--- src/rtl/sort_loader_pkg.sv ---
// Shared types for the sort datapath: address/data words, loader state encoding
// and the Galois LFSR step used to generate the fill pattern.
package sort_loader_pkg;

    localparam int DATA_W    = 16;
    localparam int ADDR_W    = 5;
    localparam int DEPTH_DEF = 32;

    typedef logic [DATA_W-1:0] t_data;
    typedef logic [ADDR_W-1:0] t_addr;

    typedef enum logic [2:0] {
        ST_IDLE,
        ST_FILL,
        ST_KICK,
        ST_WAIT,
        ST_FINISH
    } t_ld_state;

    // One right-shift Galois step; the feedback mask applies when a 1 falls out.
    function automatic t_data galois_step(input t_data s, input t_data taps);
        return (s >> 1) ^ (s[0] ? taps : '0);
    endfunction

endpackage

--- src/rtl/sort_loader_if.sv ---
// Memory write port plus start/done handshake between the loader (master)
// and the sort controller / memory side (slave).
interface sort_loader_if;
    import sort_loader_pkg::*;

    logic  wr_en;
    t_addr wr_addr;
    t_data wr_data;
    logic  start;
    logic  sort_done;

    modport master (
        output wr_en, wr_addr, wr_data, start,
        input  sort_done
    );

    modport slave (
        input  wr_en, wr_addr, wr_data, start,
        output sort_done
    );

endinterface

--- src/rtl/sort_lfsr.sv ---
// Galois LFSR with synchronous load and advance enable; load has priority.
module sort_lfsr
    import sort_loader_pkg::*;
#(
    parameter t_data TAPS    = 16'hB400,
    parameter t_data RST_VAL = 16'hACE1
) (
    input  logic  clk,
    input  logic  rst,
    input  logic  load,
    input  t_data load_val,
    input  logic  en,
    output t_data state
);

    always_ff @(posedge clk) begin
        if (rst) begin
            state <= RST_VAL;
        end else if (load) begin
            state <= load_val;
        end else if (en) begin
            state <= galois_step(state, TAPS);
        end
    end

endmodule

--- src/rtl/sort_loader.sv ---
// Fills the sort memory with a seeded LFSR pattern, kicks the sorter and waits
// for a fresh done. Optional running checksum with SORT_LOADER_CHECKSUM_EN.
module sort_loader
    import sort_loader_pkg::*;
#(
    parameter int          DEPTH    = DEPTH_DEF,
    parameter logic [15:0] DEF_SEED = 16'hACE1,
    parameter t_data       TAPS     = 16'hB400
) (
    input  logic          clk,
    input  logic          rst,
    input  logic          go,
    input  t_data         seed,
    sort_loader_if.master bus,
    output logic          busy,
    output logic          all_done
`ifdef SORT_LOADER_CHECKSUM_EN
    ,
    output t_data         checksum
`endif
);

    localparam int                CNT_W      = $clog2(DEPTH) + 1;
    localparam logic [CNT_W-1:0]  LAST       = CNT_W'(DEPTH - 1);
    localparam t_data             DEF_SEED_T = t_data'(DEF_SEED);

    t_ld_state        state_q, state_d;
    logic [CNT_W-1:0] cnt_q;
    logic             arm_q;
    logic             go_ok;
    t_data            lfsr_q;
    t_data            load_val;

    assign go_ok    = go && (state_q == ST_IDLE || state_q == ST_FINISH);
    assign load_val = (seed == '0) ? DEF_SEED_T : seed;

    sort_lfsr #(
        .TAPS    (TAPS),
        .RST_VAL (DEF_SEED_T)
    ) u_lfsr (
        .clk      (clk),
        .rst      (rst),
        .load     (go_ok),
        .load_val (load_val),
        .en       (state_q == ST_FILL),
        .state    (lfsr_q)
    );

    always_comb begin
        state_d = state_q;
        case (state_q)
            ST_IDLE, ST_FINISH: if (go) state_d = ST_FILL;
            ST_FILL:            if (cnt_q == LAST) state_d = ST_KICK;
            ST_KICK:            state_d = ST_WAIT;
            // Only a low-then-high done sequence after the kick counts.
            ST_WAIT:            if (arm_q && bus.sort_done) state_d = ST_FINISH;
            default:            state_d = ST_IDLE;
        endcase
    end

    always_ff @(posedge clk) begin
        if (rst) begin
            state_q     <= ST_IDLE;
            cnt_q       <= '0;
            arm_q       <= 1'b0;
            bus.wr_en   <= 1'b0;
            bus.wr_addr <= '0;
            bus.wr_data <= '0;
            bus.start   <= 1'b0;
            busy        <= 1'b0;
            all_done    <= 1'b0;
        end else begin
            state_q <= state_d;

            if (go_ok) begin
                cnt_q <= '0;
            end else if (state_q == ST_FILL && cnt_q != LAST) begin
                cnt_q <= cnt_q + 1'b1;
            end

            if (go_ok || state_q == ST_KICK) begin
                arm_q <= 1'b0;
            end else if (state_q == ST_WAIT && !bus.sort_done) begin
                arm_q <= 1'b1;
            end

            // Write port lags the state by one cycle and idles at zero outside FILL.
            bus.wr_en   <= (state_q == ST_FILL);
            bus.wr_addr <= (state_q == ST_FILL) ? t_addr'(cnt_q) : '0;
            bus.wr_data <= (state_q == ST_FILL) ? lfsr_q : '0;
            bus.start   <= (state_q == ST_KICK);

            busy     <= (state_d == ST_FILL || state_d == ST_KICK || state_d == ST_WAIT);
            all_done <= (state_d == ST_FINISH);
        end
    end

`ifdef SORT_LOADER_CHECKSUM_EN
    always_ff @(posedge clk) begin
        if (rst || go_ok) begin
            checksum <= '0;
        end else if (state_q == ST_FILL) begin
            checksum <= checksum + lfsr_q;
        end
    end
`endif

endmodule
--- src/flat_wrapper.sv ---
// flat-port wrapper written by rule: the top's interface ports become plain ports
module sort_loader_flat import sort_loader_pkg::*;
#(
    parameter int          DEPTH    = DEPTH_DEF,
    parameter logic [15:0] DEF_SEED = 16'hACE1,
    parameter t_data       TAPS     = 16'hB400
)
  (clk, rst, go, seed, busy, all_done, bus_wr_en, bus_wr_addr, bus_wr_data, bus_start, bus_sort_done);
  sort_loader_if bus_i ();
  input  logic clk;
  input  logic rst;
  input  logic go;
  input  t_data seed;
  output logic busy;
  output logic all_done;
  output wire logic [$bits(bus_i.wr_en)-1:0] bus_wr_en;
  output wire logic [$bits(bus_i.wr_addr)-1:0] bus_wr_addr;
  output wire logic [$bits(bus_i.wr_data)-1:0] bus_wr_data;
  output wire logic [$bits(bus_i.start)-1:0] bus_start;
  input wire logic [$bits(bus_i.sort_done)-1:0] bus_sort_done;
  assign bus_wr_en = bus_i.wr_en;
  assign bus_wr_addr = bus_i.wr_addr;
  assign bus_wr_data = bus_i.wr_data;
  assign bus_start = bus_i.start;
  assign bus_i.sort_done = bus_sort_done;
  sort_loader #(.DEPTH(DEPTH), .DEF_SEED(DEF_SEED), .TAPS(TAPS)) u_core (.clk(clk), .rst(rst), .go(go), .seed(seed), .bus(bus_i), .busy(busy), .all_done(all_done));
endmodule
--- config.mk ---
export PLATFORM = sky130hd
export DESIGN_NAME = sort_loader_flat
export DESIGN_NICKNAME = d
export VERILOG_FILES = /design/src/rtl/sort_loader_pkg.sv /design/src/rtl/sort_loader_if.sv /design/src/rtl/sort_lfsr.sv /design/src/rtl/sort_loader.sv /design/src/flat_wrapper.sv
export SDC_FILE = /design/constraint.sdc
export NUM_CORES = 1
export LEC_CHECK = 0
export BUFFER_PORTS_ARGS = -buffer_cell sky130_fd_sc_hd__buf_4
export CAP_MARGIN = 20
export CORE_ASPECT_RATIO = 0.5
export CORE_MARGIN = 4
export CORE_UTILIZATION = 55
export DETAILED_ROUTE_END_ITERATION = 10
export GPL_ROUTABILITY_DRIVEN = 0
export HOLD_SLACK_MARGIN = 0.15
export MAX_ROUTING_LAYER = met4
export PLACE_DENSITY_LB_ADDON = 0.25
export RECOVER_POWER = 100
export SKIP_CTS_REPAIR_TIMING = 1
export SYNTH_ARGS = -nofsm -noshare
export SYNTH_HDL_FRONTEND = slang
export SYNTH_SLANG_ARGS = --single-unit
--- constraint.sdc ---
create_clock -name clk -period 3.5 [get_ports clk]
set_clock_uncertainty 0.2 [all_clocks]
set_input_delay 0.35 -clock clk [delete_from_list [all_inputs] [get_ports clk]]
set_output_delay 0.35 -clock clk [all_outputs]
set_load 0.01 [all_outputs]
==> reports/metrics.yaml <==
synth_area_leaders: "dfxtp_1, and2_1, a21oi_1"
power.density_nw_per_um2: 484
tightest_slew_ps: 1170
ys_types: 41
crit_chain: "or3b_2 > nor2_1 > and2_0"
yosys.area.top_type: "dfxtp_1"
place_area_um2: 2310
synth-seq-cells: 51
synth_seq_area_share: 0.516
final_common_cell: "dfxtp_1"
slew_headroom: 0.215
n_antenna_cell: 0
via_count: 1647
yosysWarnings: 0
cts-root-buf: "clkbuf_8"
cts_tree: "done"
final_max_slew_viol_count: 0
portBuffers: 44
syn-instance-count: 212
critical-path-slowest-cell: "nor2_1"
final_nets: 273
cp_data_required_time_ps: 3540
path_clk_slew_ps: 90
fin_area_um2: 2330
fin_crit_ps: 2590
min_period_over_period: 0.740
die_y_um: 50.4
drt_iter0_drc: 109
vias_per_cell: 5.42
setup_viol: 0
numCtsBuffers: 5
final_cell_mix: "dfxtp_1, clkbuf_1, nor2_1"
grt_start_max_net_pins: 25
wl_mm: 4.28
status: "finished, final reports clean"
dieArea_um2: 4680
synth_top_area_frac: 0.516
path_buf_inv: 0
peakVddDrop_mv: 0.254
rows: 15
grt_first_pass_wirelength_mm: 7.33
drive_gt1_frac: 0.126
floorplan.initialDensity: 0.572
synth_flop_cell: "dfxtp_1"
min_path_type: "input pin to flip-flop"
hold_slack_ps: 129
ant_nets: 0
clock_path_buffers: 2
synthArstFlopShare: 0
worstSetupPathType: "flip-flop to flip-flop"
worst_setup_path_start_kind: "flip-flop"
fmax_mhz: 386
dp_hpwl_mm: 2.85
drt_pre_antenna_iters: 4
worstPathArrival_ps: 2630
worst_slack_ps: 909
cpPeakStageDelay_ps: 920
rsz0062_at_grt: "no"
tns_ps: 0
place_ws_ps: 1230
power_mw: 1.13
grt_pass1_vias: 1502
cp_top_family: "simple AND/OR/NAND/NOR gates"
htreeDepth: 2
syn_nets: 233
maxCapViolCount: 0
antenna_found_initial: 0
wire_per_inst_um: 14.1
cts_sinks: 51
drc: 0
final_hold_viol_count: 0
avgSynthCellArea_um2: 9.32
cp-end-kind: "flip-flop"
die_w_um: 92.8
clk_latency_ps: 300
grt-ovfl-total: 0
synth-edff-count: 0
synthesis.area_um2: 1980
cellLeakagePower_nw: 0.908
grt_usage: 0.205
core_area_um2: 3450
syn_to_final_growth_pct: 18.0
num_io_pins: 45
worst-path-max-fanout: 22
==> flip-flops by register name, indices dropped and copies added, names as in the netlist <==
register	cells
u_core.all_done	1
u_core.bus.wr_data	16
u_core.bus.wr_addr	5
u_core.bus.wr_en	1
u_core.arm_q	1
u_core.bus.start	1
u_core.state_q	3
u_core.u_lfsr.state	16
u_core.cnt_q	6
u_core.busy	1
==> tightest hold or removal path: stages <==
cell and delay [ps]:
buf_4 120, nand2_1 50, a311oi_1 70
==> path summary, 6_finish.rpt <==
| kind | from | end | slack, ps | depth (start not counted) |
|---|---|---|---|---|
| setup / recovery | u_core.state_q[0] | u_core.bus.wr_data[12] | 910 | 3 |
| hold / removal | seed[14] | u_core.u_lfsr.state[14] | 130 | 3 |
| setup reg to reg | u_core.state_q[0] | u_core.bus.wr_data[12] | 910 | 3 |
| hold reg to reg | u_core.cnt_q[5] | u_core.cnt_q[5] | 280 | 2 |
==> synthesized netlist by cell type, drive strengths merged (2+ instances only) <==
library cell   n
nor3           2
nand2b         6
o211ai         3
and2          21
a311oi         8
a211o          7
o21ai          2
buf            4
nor4b          2
dfxtp         51
nor4           4
xor2           5
clkbuf         9
or3b           2
and3           2
nand3          3
nor2b          2
a21oi         20
nor3b          2
nand2         19
nor2          24
==> final cells by class <==
type / count / area [um2]
fillers: 322 / 1120
flip-flops and latches: 51 / 1020
multi-input cells: 147 / 885
repair buffers: 46 / 256
clock buffers: 7 / 96.3
well taps: 51 / 63.8
clock inverters: 1 / 7.51
inverters: 1 / 3.75
==> cell families after synthesis <==
kind of cell | after synthesis | share of synthesized area
DFF | 51 | 0.516
muxes | 1 | 0.00506
AOI/OAI and AO/OA | 46 | 0.158
adders and majority gates | 1 | 0.00633
xor gates and xnor gates | 6 | 0.0266
and+or+nand+nor | 93 | 0.255
buffers and inverters | 14 | 0.0329
==> through the flow <==
| step | cells | utilization |
|---|---|---|
| 5_1_grt | 304 | 0.676 |
| 2_1_floorplan | 212 | - |
| 3_3_place_gp | 294 | 0.669 |
| 4_1_cts | 302 | 0.699 |
| 3_5_place_dp | 294 | 0.669 |
| 6_report | 304 | 0.676 |
==> report_power, final <==
group | total, mW | internal (mW) | leakage, nW | switching [mW]
clock network | 0.363 | 0.180 | 0.0505 | 0.183
registers | 0.635 | 0.611 | 0.417 | 0.0238
logic | 0.132 | 0.0585 | 0.440 | 0.0732
==> layer usage <==
| layer | up-vias | GRT usage | routed length (um) |
|---|---|---|---|
| met4 | 0 | 0.0584 | 40 |
| met1 | 764 | 0.262 | 1950 |
| li1 | 822 | - | - |
| met2 | 56 | 0.322 | 2000 |
| met5 | - | - | 0 |
| met3 | 5 | 0.0569 | 283 |
(Power assumes the default switching activity.)
